[src/rtl/ws2811_pkg.sv]
// Shared WS2811 definitions: controller state encoding, default chain timing
// and widths used by both the chain controller and the serializer.
package ws2811_pkg;

    typedef enum logic [2:0] {
        ST_IDLE  = 3'd0,
        ST_FETCH = 3'd1,
        ST_LOAD  = 3'd2,
        ST_SEND  = 3'd3,
        ST_SHIFT = 3'd4,
        ST_LATCH = 3'd5,
        ST_FIN   = 3'd6
    } ws2811_state_t;

    localparam int DEFAULT_N_LEDS       = 8;
    localparam int DEFAULT_RESET_CYCLES = 2600;  // 52 us at 50 MHz
    localparam int PIXEL_W              = 24;
    localparam int ADDR_W               = 8;
    localparam int LATCH_CNT_W          = 16;

    // The timer reaches zero on the last LATCH cycle, so it is preloaded one short.
    function automatic logic [LATCH_CNT_W-1:0] latch_preload(input int cycles);
        return (cycles > 1) ? LATCH_CNT_W'(cycles - 1) : '0;
    endfunction

endpackage

[src/rtl/ws2811_latch_timer.sv]
// Loadable down-counter with a zero flag; times the low period that latches
// the chain after a frame.
module ws2811_latch_timer
    import ws2811_pkg::*;
(
    input  logic                   clock,
    input  logic                   reset,
    input  logic                   load,
    input  logic [LATCH_CNT_W-1:0] load_value,
    output logic                   zero
);

    logic [LATCH_CNT_W-1:0] cnt_q, cnt_d;

    always_ff @(posedge clock or posedge reset) begin
        if (reset) begin
            cnt_q <= '0;
        end else begin
            cnt_q <= cnt_d;
        end
    end

    // Counts down to zero and parks there until the next load.
    always_comb begin
        cnt_d = cnt_q;
        if (load) begin
            cnt_d = load_value;
        end else if (cnt_q != '0) begin
            cnt_d = cnt_q - 1'b1;
        end
    end

    assign zero = (cnt_q == '0);

endmodule

[src/rtl/ws2811_chain_ctrl.sv]
// WS2811 chain controller: walks the pixel buffer, sequences the serializer
// one bit at a time, then holds the line low long enough for the LEDs to latch.
module ws2811_chain_ctrl
    import ws2811_pkg::*;
#(
    parameter int N_LEDS       = DEFAULT_N_LEDS,
    parameter int RESET_CYCLES = DEFAULT_RESET_CYCLES
) (
    input  logic               clock,
    input  logic               reset,
    input  logic               start,
    input  logic               abort,
    output logic [ADDR_W-1:0]  pixel_addr,
    input  logic [PIXEL_W-1:0] pixel_data,
    output logic [PIXEL_W-1:0] rgb_data,
    output logic               load_data,
    output logic               shift_data,
    output logic               send_serial,
    input  logic               fim_bit,
    input  logic               fim_data,
    output logic               busy,
    output logic               done
);

    localparam logic [ADDR_W-1:0]      LAST_IDX      = ADDR_W'(N_LEDS - 1);
    localparam logic [LATCH_CNT_W-1:0] LATCH_PRELOAD = latch_preload(RESET_CYCLES);

    ws2811_state_t     state_q, state_d;
    logic [ADDR_W-1:0] idx_q, idx_d;
    logic              last_bit_q, last_bit_d;
    logic              latch_load;
    logic              latch_zero;

    always_ff @(posedge clock or posedge reset) begin
        if (reset) begin
            state_q    <= ST_IDLE;
            idx_q      <= '0;
            last_bit_q <= 1'b0;
        end else begin
            state_q    <= state_d;
            idx_q      <= idx_d;
            last_bit_q <= last_bit_d;
        end
    end

    // Abort is checked first in every active state so it beats fim_bit.
    always_comb begin
        state_d    = state_q;
        idx_d      = idx_q;
        last_bit_d = last_bit_q;
        case (state_q)
            ST_IDLE: begin
                if (start) begin
                    idx_d   = '0;
                    state_d = ST_FETCH;
                end
            end
            ST_FETCH: state_d = abort ? ST_LATCH : ST_LOAD;
            ST_LOAD:  state_d = abort ? ST_LATCH : ST_SEND;
            ST_SEND: begin
                if (abort) begin
                    state_d = ST_LATCH;
                end else if (fim_bit) begin
                    last_bit_d = fim_data;
                    state_d    = ST_SHIFT;
                end
            end
            ST_SHIFT: begin
                if (abort) begin
                    state_d = ST_LATCH;
                end else if (!last_bit_q) begin
                    state_d = ST_SEND;
                end else if (idx_q < LAST_IDX) begin
                    idx_d   = idx_q + 1'b1;
                    state_d = ST_FETCH;
                end else begin
                    state_d = ST_LATCH;
                end
            end
            ST_LATCH: begin
                if (latch_zero) begin
                    state_d = ST_FIN;
                end
            end
            ST_FIN:  state_d = ST_IDLE;
            default: state_d = ST_IDLE;
        endcase
    end

    assign latch_load = (state_q != ST_LATCH) && (state_d == ST_LATCH);

    ws2811_latch_timer u_latch_timer (
        .clock      (clock),
        .reset      (reset),
        .load       (latch_load),
        .load_value (LATCH_PRELOAD),
        .zero       (latch_zero)
    );

    // Strobes decode from the state register alone, so reset clears them at once.
    always_comb begin
        load_data   = 1'b0;
        shift_data  = 1'b0;
        send_serial = 1'b0;
        done        = 1'b0;
        busy        = 1'b1;
        case (state_q)
            ST_IDLE:  busy        = 1'b0;
            ST_LOAD:  load_data   = 1'b1;
            ST_SEND:  send_serial = 1'b1;
            ST_SHIFT: shift_data  = 1'b1;
            ST_FIN:   done        = 1'b1;
            default:  ;
        endcase
    end

    assign pixel_addr = idx_q;
    assign rgb_data   = pixel_data;

endmodule
[config.mk]
export PLATFORM = sky130hd
export DESIGN_NAME = ws2811_chain_ctrl
export DESIGN_NICKNAME = d
export VERILOG_FILES = /design/src/rtl/ws2811_pkg.sv /design/src/rtl/ws2811_latch_timer.sv /design/src/rtl/ws2811_chain_ctrl.sv
export SDC_FILE = /design/constraint.sdc
export NUM_CORES = 1
export LEC_CHECK = 0
export BUFFER_PORTS_ARGS = -buffer_cell sky130_fd_sc_hd__buf_2
export CAP_MARGIN = 20
export CORE_MARGIN = 2
export CORE_UTILIZATION = 49
export DETAILED_ROUTE_END_ITERATION = 8
export PLACE_DENSITY_LB_ADDON = 0.2
export SLEW_MARGIN = 20
export SYNTH_ARGS = -nofsm -noshare
export SYNTH_HDL_FRONTEND = slang
export SYNTH_SLANG_ARGS = --single-unit
[constraint.sdc]
create_clock -name clock -period 2.6 [get_ports clock]
set_input_delay 0 -clock clock [delete_from_list [all_inputs] [get_ports clock]]
set_output_delay 0 -clock clock [all_outputs]
set_load 0.005 [all_outputs]
==> PnR_summary.wiki, run 1 <==
{| class="wikitable"
! Metric !! Value
|-
| Result of the run || completed
|-
| H-Tree Level Count || 1
|-
| Worst-Margin Slew || 706 ps
|-
| Initial cell density of the core || 0.514
|-
| Total instance count after detailed placement || 221
|-
| Synth warnings || 0
|-
| Clock input transition at the sequential cells of the worst setup and hold paths || ~150 ps
|-
| Number of pins with negative max-slew slack in the final report || 0
|-
| Y dimension of the die || 63.4 um
|-
| Critical Path Sink Type || register
|-
| Commonest non-fill, non-tap cell in the layout || sky130_fd_sc_hd__dfrtp_1
|-
| Die ar. || 4020 um2
|-
| LEAKAGE || 0.740 nW
|-
| Count of placed standard cells in the final layout, fillers left out || 228
|-
| Period minus WS final || about 2200 ps
|-
| Worst voltage drop across the vdd grid || 0.000344 V
|-
| Number of nets in the synthesized netlist || 221
|-
| Detailed placer's ending HPWL || around 2.4 mm
|-
| Global-route wire length before repair || 6.00 mm
|-
| Mapped cell area || 1730 um2
|-
| Total count of hold-check failures in the final report || 0
|-
| Worst hold path cell count || 0
|-
| Final Wtd Congestion || slightly below 0.9
|-
| Mean area per synthesized cell || just over 9 um2
|-
| Initial antenna violation count || 0
|-
| Layout-stage area growth over the synthesis result || 1.52%
|-
| Clk buf depth || 2
|-
| Rows || 21
|-
| Power density over cell area || 869 nW/um2
|-
| Worst-Skew Late Latency || roughly 340 ps
|-
| Reported max-cap violation count || 0
|-
| Core Region || about 3400 um2
|-
| Number of flops mapped to enable cells by yosys || 0
|-
| Max incr delay on CP || 620 ps
|-
| Chip width || 63.4 um
|-
| Initial drt markers || 52
|-
| Yosys cell types || 46
|-
| DRC errors left || 0
|-
| Slowest CP cell || sky130_fd_sc_hd__o311ai_1
|-
| Final wirelength || 3.36 mm
|-
| Highest-count cells in the layout ignoring fill and taps || sky130_fd_sc_hd__dfrtp_1, sky130_fd_sc_hd__buf_2, sky130_fd_sc_hd__a21oi_1
|-
| Synth Flop Type || sky130_fd_sc_hd__dfrtp_1
|-
| Depth of the worst register-to-register path || 6
|-
| Register bit total from synthesis || 28
|-
| Routed len/inst || 14.7 um
|-
| Final period utilization || 0.855
|-
| Worst Setup Path Type || reg2reg
|-
| Highest clock rate || 450 MHz
|-
| Setup repair after global routing missed its margin || false
|-
| Synth area leaders || sky130_fd_sc_hd__dfrtp_1, sky130_fd_sc_hd__buf_4, sky130_fd_sc_hd__a21oi_1, sky130_fd_sc_hd__o21ai_0, sky130_fd_sc_hd__or4_1
|-
| Worst min path class || in2out
|-
| Quantity of gates resized following cts || 0
|-
| CP cell instances || inv_1 > ha_1 > or3b_1 > o311ai_1 > or4_1 > a21oi_1
|-
| Clock tree from TritonCTS || yes
|-
| Largest net degree at the start of global routing || 29
|-
| Share of flip-flops with an asynchronous set or reset after synthesis || 1.00
|-
| Post-detailed-route count of antenna-violating nets || 0
|-
| Synth Instances || 188
|-
| Nets || roughly 220
|-
| Port bufs || 18
|-
| Number of filler instances in the final layout || 345
|-
| Crit path launch type || register
|-
| Antenna cell count || 0
|-
| Routed vias || 1,348
|-
| Largest area contributor in the synthesized netlist || sky130_fd_sc_hd__dfrtp_1
|-
| Total routing resource utilization after global routing || 0.185
|-
| Global route overflow || 0
|-
| Data required, critical path || 2820 ps
|-
| Proportion of synthesized chip area in sequential cells || 0.406
|-
| Clock sink count || 28
|-
| Num CTS Buffers || 3
|-
| Clock tree skew after final layout || between 8 and 9 ps
|-
| Final total negative setup slack || 0 ps
|-
| Setup violations, final || 0
|-
| CP Data Arrival Time || about 2400 ps
|-
| Root Buffer || sky130_fd_sc_hd__clkbuf_4
|-
| Vias per std cell || 5.91
|-
| Largest fanout of any net on the critical path || 7
|-
| Detailed-router iteration count before antenna repair || 4
|-
| Portion of synthesized cell area occupied by the leading cell type || 0.406
|-
| Vias in the first global route || 1,259
|-
| Design Power || 1.53 mW
|-
| Fraction of layout cells with a size suffix above 1 || 0.170
|-
| Top-level port count || 67
|-
| Relative slew slack || 0.522
|}
where the power goes:
part | switching [mW] | internal [mW]
clock | 0.133 | 0.156
combinational | 0.305 | 0.255
sequential | 0.147 | 0.529
cell type report:
| cell class | instances | area, um2 | share of cell area |
|---|---|---|---|
| inverters | 8 | 30.0 | 0.0171 |
| well taps | 46 | 57.6 | 0.0328 |
| flip-flops and latches | 28 | 701 | 0.399 |
| multi-input cells | 120 | 786 | 0.448 |
| repair buffers | 22 | 128 | 0.0728 |
| clock buffers | 3 | 22.5 | 0.0128 |
| clock inverters | 1 | 30.0 | 0.0171 |
cells by family after synthesis:
kind of cell | count (synthesis) | share of synthesized area
flip-flops | 28 | 0.406
AO/OA/AOI/OAI | 52 | 0.197
buffers and inverters | 40 | 0.140
AND/OR/NAND/NOR | 65 | 0.236
adder cells (fa/ha/maj) | 3 | 0.0217
worst max-delay path: cells and delay by family (launching register included):
| family | cells | cell delay, ps |
|---|---|---|
| AOI/OAI and AO/OA | 2 | 680 |
| and+or+nand+nor | 2 | 620 |
| DFF | 1 | 450 |
| adders and majority gates | 1 | 220 |
| buffers and inverters | 1 | 130 |
final timing paths:
kind / from / to / slack (ps)
min: pixel_data[16] / rgb_data[16] / 0.002
min in group asynchronous: reset / pixel_addr[4] / 240
max: u_latch_timer.cnt_q[0] / u_latch_timer.cnt_q[14] / 380
max reg2reg: u_latch_timer.cnt_q[0] / u_latch_timer.cnt_q[14] / 380
max in group asynchronous: reset / u_latch_timer.cnt_q[1] / 1970
min reg2reg: pixel_addr[4] / pixel_addr[4] / 540
per-stage QoR:
stage | cell area [um2] | setup slack [ps] | hold slack (ps) | util
floorplan | 1730 | 606 | 65.4 | -
global placement | 1670 | 488 | 0.0381 | 0.497
detailed placement | 1670 | 424 | 0.0381 | 0.497
CTS | 1750 | 393 | 0.0381 | 0.522
global route | 1750 | 187 | 0.00918 | 0.522
finish | 1750 | 378 | 0.00226 | 0.522
repair_timing:
item                                   CTS  global route
hold buffers                             3             0
endpoints found under the hold margin   30             0
buffers inserted                         0             0
layer usage:
metal  global-route usage  wire, um  up-vias
li1                     -         -      662
met1                0.250      1560      626
met2                0.287      1540       55
met3               0.0536       219        5
met4               0.0571        42        0
met5                    0         0        -
state kept, by name, summed over array words and instances, names as in the netlist:
name and cells:
last_bit_q 1, pixel_addr 8, u_latch_timer.cnt_q 16, state_q 3
cell usage after synthesis, drive strengths merged, types with 2 or more instances:
library cell   n
o311ai         2
or4b           2
nor4           5
nand3b         2
a21oi         15
nand2          6
nor3b          3
o21bai         2
ha             3
inv            8
dfrtp         28
or4            8
o31ai          6
o21ai         13
buf           25
nand3          7
clkbuf         7
or3            6
nor2           9
o211ai         3
or3b           2
nor2b          6
nor3           3
Power figures use the tool's default switching activity.
==> run 2: changes to the inputs <==
Settings changed: ABC_CLOCK_PERIOD_IN_PS set to 2600, CORE_UTILIZATION 49 to 45.
==> run 2 against run 1 <==
  * Critical path depth did not move
  * Sequential power fell by 3.4%
  * Largest power group unchanged
  * Core utilization fell by 4.5 points
  * Fmax rose by 2.4%
  * Sequential share of layout area fell by 0.11 points
  * Global-route usage fell by 0.74 points
  * Count of clock-buffer cells in the layout rose by 1
  * Total power fell by 0.71%
==> PnR_summary.wiki, run 2 (synthesis results as in run 1) <==
{| class="wikitable"
! Metric !! Value
|-
| Worst-Skew Late Latency || between 200 and 300 ps
|-
| Num CTS Buffers || 3
|-
| Total count of hold-check failures in the final report || 0
|-
| Met1 Use GR || 0.221
|-
| Initial antenna violation count || 0
|-
| Highest-count cells in the layout ignoring fill and taps || sky130_fd_sc_hd__dfrtp_1, sky130_fd_sc_hd__buf_2, sky130_fd_sc_hd__a21oi_1
|-
| H-Tree Level Count || 1
|-
| Area after DPL || 1670 um2
|-
| Number of pins with negative max-slew slack in the final report || 0
|-
| Final hold slack || 0.00229 ps
|-
| Setup repair after global routing missed its margin || false
|-
| Clk buf depth || 2
|-
| Y dimension of the die || 66.0 um
|-
| Routed len/inst || approximately 16 um
|-
| Met3 global-route usage || 0.0221
|-
| Initial drt markers || slightly above 80
|-
| Highest clock rate || 461 MHz
|-
| Flop-to-flop setup slack || 430 ps
|-
| Biggest register || u_latch_timer.cnt_q
|-
| Number of filler instances in the final layout || 364
|-
| Worst min path class || in2out
|-
| Vias per std cell || between 6 and 7
|-
| Layout-stage area growth over the synthesis result || 1.81%
|-
| Final Wtd Congestion || 0.774
|-
| Depth of the worst register-to-register path || 6
|-
| Clock tree from TritonCTS || yes
|-
| Post-CTS setup-driven buffer insertion count || 0
|-
| Clock tree skew after final layout || around 7.8 ps
|-
| Number of flip-flops in the largest register || 16
|-
| Fraction of layout cells with a size suffix above 1 || 0.170
|-
| Clock sink count || 28
|-
| Die ar. || 4350 um2
|-
| Core Region || 3690 um2
|-
| Global route overflow || 0
|-
| Antenna cell count || 0
|-
| Commonest non-fill, non-tap cell in the layout || sky130_fd_sc_hd__dfrtp_1
|-
| Port bufs || 18
|-
| Vias in the first global route || 1,296
|-
| Worst voltage drop across the vdd grid || 0.000320 V
|-
| LEAKAGE || ~0.74 nW
|-
| Final total negative setup slack || 0 ps
|-
| Startpoint of the lowest-slack hold path || pixel_data[3]
|-
| Initial cell density of the core || 0.468
|-
| DRC errors left || 0
|-
| Chip width || 66.0 um
|-
| Setup violations, final || 0
|-
| CP Data Arrival Time || roughly 2300 ps
|-
| Nets || 216
|-
| Period minus WS final || 2170 ps
|-
| Global-route met2 utilization || 0.294
|-
| Largest fanout of any net on the critical path || 7
|-
| Relative slew slack || 0.529
|-
| Routed vias || 1,388
|-
| Clock input transition at the sequential cells of the worst setup and hold paths || 100 ps
|-
| Capture point of the worst reg-to-reg path || u_latch_timer.cnt_q[12]
|-
| Detailed placer's ending HPWL || 2.65 mm
|-
| Worst hold path cell count || 0
|-
| Count of placed standard cells in the final layout, fillers left out || 230
|-
| Worst Setup Path Type || reg2reg
|-
| Design Power || 1.51 mW
|-
| Rows || 22
|-
| Power density over cell area || 861 nW/um2
|-
| Final wirelength || 3.65 mm
|-
| Total instance count after detailed placement || between 200 and 250
|-
| Reg-to-reg critical path startpoint || u_latch_timer.cnt_q[0]
|-
| Global-route wire length before repair || 5.98 mm
|-
| Result of the run || completed
|-
| Top-level port count || 67
|-
| Root Buffer || sky130_fd_sc_hd__clkbuf_8
|-
| Hold Path End || rgb_data[3]
|-
| Post-detailed-route count of antenna-violating nets || 0
|-
| Critical Path Sink Type || register
|-
| Crit path launch type || register
|-
| Data required, critical path || 2750 ps
|-
| Peak-usage layer in the global routing report || met2
|-
| Reported max-cap violation count || 0
|-
| Detailed-router iteration count before antenna repair || 4
|-
| Post-layout instance area || around 1800 um2
|-
| Largest net degree at the start of global routing || 29
|-
| Total routing resource utilization after global routing || 0.177
|-
| Final period utilization || 0.835
|-
| Worst-Margin Slew || 695 ps
|}
run 2: metal layers:
layer,wire [um],part of all wire,vias up
met5,0,0,-
met4,155,0.042,0
met3,239,0.066,24
met2,1660,0.46,48
met1,1590,0.44,654
li1,-,-,662
run 2: worst max path at each step:
stage                           start  cells past startpoint  slack (ps)                 endpoint
6_report       u_latch_timer.cnt_q[0]                      6         430  u_latch_timer.cnt_q[12]
5_1_grt        u_latch_timer.cnt_q[2]                      4         210   u_latch_timer.cnt_q[7]
4_1_cts        u_latch_timer.cnt_q[7]                      4         440   u_latch_timer.cnt_q[2]
3_5_place_dp   u_latch_timer.cnt_q[7]                      4         440   u_latch_timer.cnt_q[2]
3_3_place_gp   u_latch_timer.cnt_q[7]                      4         490   u_latch_timer.cnt_q[1]
2_1_floorplan  u_latch_timer.cnt_q[7]                      5         610   u_latch_timer.cnt_q[2]
run 2: worst max-delay path, stage by stage, from the launching register on:
cell and delay (ps):
sky130_fd_sc_hd__dfrtp_1 420, sky130_fd_sc_hd__inv_1 110, sky130_fd_sc_hd__ha_1 200, sky130_fd_sc_hd__or3b_1 420
sky130_fd_sc_hd__o311ai_1 610, sky130_fd_sc_hd__or4_1 210, sky130_fd_sc_hd__a21oi_1 60
run 2: area by class of cell:
class                           instances  area (um2)  share of cell area
Clock buffer                            4        55.1              0.0313
Inverter                                8        30.0              0.0171
Multi-Input combinational cell        120         786               0.447
Sequential cell                        28         701               0.398
Tap cell                               48        60.1              0.0341
Timing Repair Buffer                   22         128              0.0725
run 2: repair_timing:
action	in CTS	in global routing
resized for setup	0	0
setup endpoints to repair	0	0
hold buffers	2	1
endpoints found under the hold margin	2	28
run 2: where the power goes:
| part | internal (mW) | leakage [nW] | switching [mW] |
|---|---|---|---|
| combinational | 0.261 | 0.356 | 0.328 |
| clock | 0.136 | 0.0288 | 0.135 |
| sequential | 0.530 | 0.356 | 0.124 |
| total | 0.927 | 0.740 | 0.587 |
run 2: per-stage QoR:
| step | setup slack, ps | utilization |
|---|---|---|
| floorplan | 606 | - |
| global placement | 486 | 0.454 |
| detailed placement | 439 | 0.454 |
| CTS | 439 | 0.474 |
| global route | 208 | 0.477 |
| finish | 430 | 0.477 |
==> run 3: changes to the inputs <==
Settings changed: ABC_CLOCK_PERIOD_IN_PS 2600 to 1900, CORE_UTILIZATION 45 to 44.
Clock period 2.6 ns to 1.9 ns, I/O delays scaled along.
==> run 3 against run 2 <==
  * Highest routed layer unchanged
  * The flow now finishes with violations (setup timing)
  * Critical path type unchanged
  * Count of clock-buffer cells in the layout shrank 1
  * Global-route usage rose by 3.0 points
  * Flip-flop and latch count unchanged
  * Clock power rose by 21%
  * Critical path depth down 2
  * Wire length increased by 23%
  * Hold slack about the same
==> PnR_summary.wiki, run 3 (synthesis results as in run 1) <==
{| class="wikitable"
! Metric !! Value
|-
| Slowest CP cell || sky130_fd_sc_hd__or4_4
|-
| Post-detailed-route count of antenna-violating nets || 0
|-
| Period minus WS final || between 1500 and 2000 ps
|-
| Largest fanout of any net on the critical path || 7
|-
| Count of placed standard cells in the final layout, fillers left out || roughly 260
|-
| Detailed placer's ending HPWL || between 3 and 4 mm
|-
| Worst-Skew Late Latency || about 280 ps
|-
| Met1 Routed Length || 1.82 mm
|-
| Initial drt markers || 128
|-
| Global-route wire length before repair || roughly 7.0 mm
|-
| Met2 Routed Length || 2.20 mm
|-
| LEAKAGE || about 0.9 nW
|-
| Total routing resource utilization after global routing || 0.208
|-
| Vias in the first global route || 1,506
|-
| Design Power || 2.49 mW
|-
| Highest-count cells in the layout ignoring fill and taps || sky130_fd_sc_hd__buf_4, sky130_fd_sc_hd__dfrtp_1, sky130_fd_sc_hd__buf_2
|-
| Routed len/inst || 17.2 um
|-
| Initial antenna violation count || 0
|-
| Num CTS Buffers || 3
|-
| Initial cell density of the core || 0.465
|-
| Fraction of layout cells with a size suffix above 1 || 0.371
|-
| CP cell instances || or4_4 > or4_4 > o21ai_0 > a21oi_1
|-
| H-Tree Level Count || 1
|-
| Post-layout instance area || 2110 um2
|-
| Final wirelength || 4.50 mm
|-
| Area after DPL || between 1500 and 2000 um2
|-
| Max incr delay on CP || roughly 570 ps
|-
| Largest net degree at the start of global routing || 29
|-
| Detailed-router iteration count before antenna repair || 4
|-
| Nets || 248
|-
| Setup violations, final || 9
|-
| Violated checks || setup timing
|-
| Worst voltage drop across the vdd grid || just under 0.0005 V
|-
| Routed vias || 1,568
|-
| DRC errors left || 0
|-
| Global route overflow || 0
|-
| Buffer and inverter count on the worst path || 0
|-
| Reported max-cap violation count || 0
|-
| Final period utilization || 1.04
|-
| Number of flip-flops in the largest register || 16
|-
| Crit path max-delay family || simple AND/OR/NAND/NOR gates
|-
| Worst-Margin Slew || 400 ps
|-
| Top-level port count || 67
|-
| Total count of hold-check failures in the final report || 0
|-
| Clock tree from TritonCTS || yes
|-
| DR top layer || met4
|-
| Result of the run || finished with violations
|-
| Worst min path class || in2out
|-
| Clock input transition at the sequential cells of the worst setup and hold paths || 90 ps
|-
| Core Region || 3720 um2
|-
| Biggest register || u_latch_timer.cnt_q
|-
| Worst Setup Path Type || reg2reg
|-
| Port bufs || 18
|-
| Clk buf depth || 2
|-
| Highest clock rate || 507 MHz
|-
| Y dimension of the die || 66.7 um
|-
| Power density over cell area || between 1000 and 1500 nW/um2
|-
| Setup repair after global routing missed its margin || true
|-
| Root Buffer || sky130_fd_sc_hd__clkbuf_8
|-
| Data required, critical path || 2060 ps
|-
| Antenna cell count || 0
|-
| Detailed route wirelength on metal3 || 272 um
|-
| Layout-stage area growth over the synthesis result || 22.0%
|-
| Clock tree skew after final layout || roughly 2.8 ps
|-
| Number of filler instances in the final layout || 330
|-
| Vias per std cell || 6.01
|-
| Final Wtd Congestion || 0.883
|-
| Clock sink count || 28
|-
| Number of pins with negative max-slew slack in the final report || 0
|-
| Rows || 22
|-
| Final cell utilization of the core || 0.567
|-
| Die ar. || between 4000 and 5000 um2
|-
| Critical Path Sink Type || register
|-
| Critical Path Most Common Cell || sky130_fd_sc_hd__or4_4
|-
| Chip width || roughly 67 um
|-
| Relative slew slack || 0.731
|-
| Worst path setup slack after routing || -73.7 ps
|-
| Total instance count after detailed placement || 250
|-
| Crit path launch type || register
|-
| Commonest non-fill, non-tap cell in the layout || sky130_fd_sc_hd__buf_4
|-
| CP Data Arrival Time || 2130 ps
|}
-- run 3: area by class of cell --
class | count | area (um2) | share of cell area
clock buffers | 3 | 41.3 | 0.0196
well taps | 48 | 60.1 | 0.0285
multi-input cells | 120 | 898 | 0.426
inverters | 8 | 30.0 | 0.0142
repair buffers | 54 | 378 | 0.179
flip-flops and latches | 28 | 701 | 0.332
-- run 3: final timing paths --
kind                                              from                     end  slack, ps  depth (start not counted)
worst min-delay path                    pixel_data[11]            rgb_data[11]      0.002                          0
worst min register to register           pixel_addr[5]           pixel_addr[5]        530                          1
worst max register to register  u_latch_timer.cnt_q[8]  u_latch_timer.cnt_q[4]        -70                          4
worst max-delay path            u_latch_timer.cnt_q[8]  u_latch_timer.cnt_q[4]        -70                          4
max in group asynchronous                        reset              last_bit_q       1320                          4
min in group asynchronous                        reset  u_latch_timer.cnt_q[6]        320                          4
-- run 3: routing by layer --
| metal | vias to the layer above | global-route usage |
|---|---|---|
| met3 | 34 | 0.0405 |
| met2 | 56 | 0.345 |
| li1 | 725 | - |
| met5 | - | 0 |
| met4 | 0 | 0.130 |
| met1 | 753 | 0.245 |
-- run 3: what timing repair did --
item                                   CTS  global route
pin swaps                                0            15
hold buffers                             2             0
endpoints found under the hold margin   29             0
setup endpoints to repair               10            15
setup buffers                            0             6
gates resized for setup                  8            15
-- run 3: per-stage QoR --
stage                     hold WS [ps]  setup slack, ps  setup TNS (ps)
final                          0.00174            -73.7            -205
after global routing            0.0140             -119            -853
after CTS                       0.0381            -13.8           -13.8
after detailed placement        0.0381            -83.8            -360
after global placement          0.0381            -6.37           -12.5
after floorplan                   65.4             10.6               0
-- run 3: power by group --
group | internal (mW) | leakage, nW | switching (mW)
clock network | 0.143 | 0.0216 | 0.185
logic | 0.641 | 0.527 | 0.696
registers | 0.726 | 0.356 | 0.0969
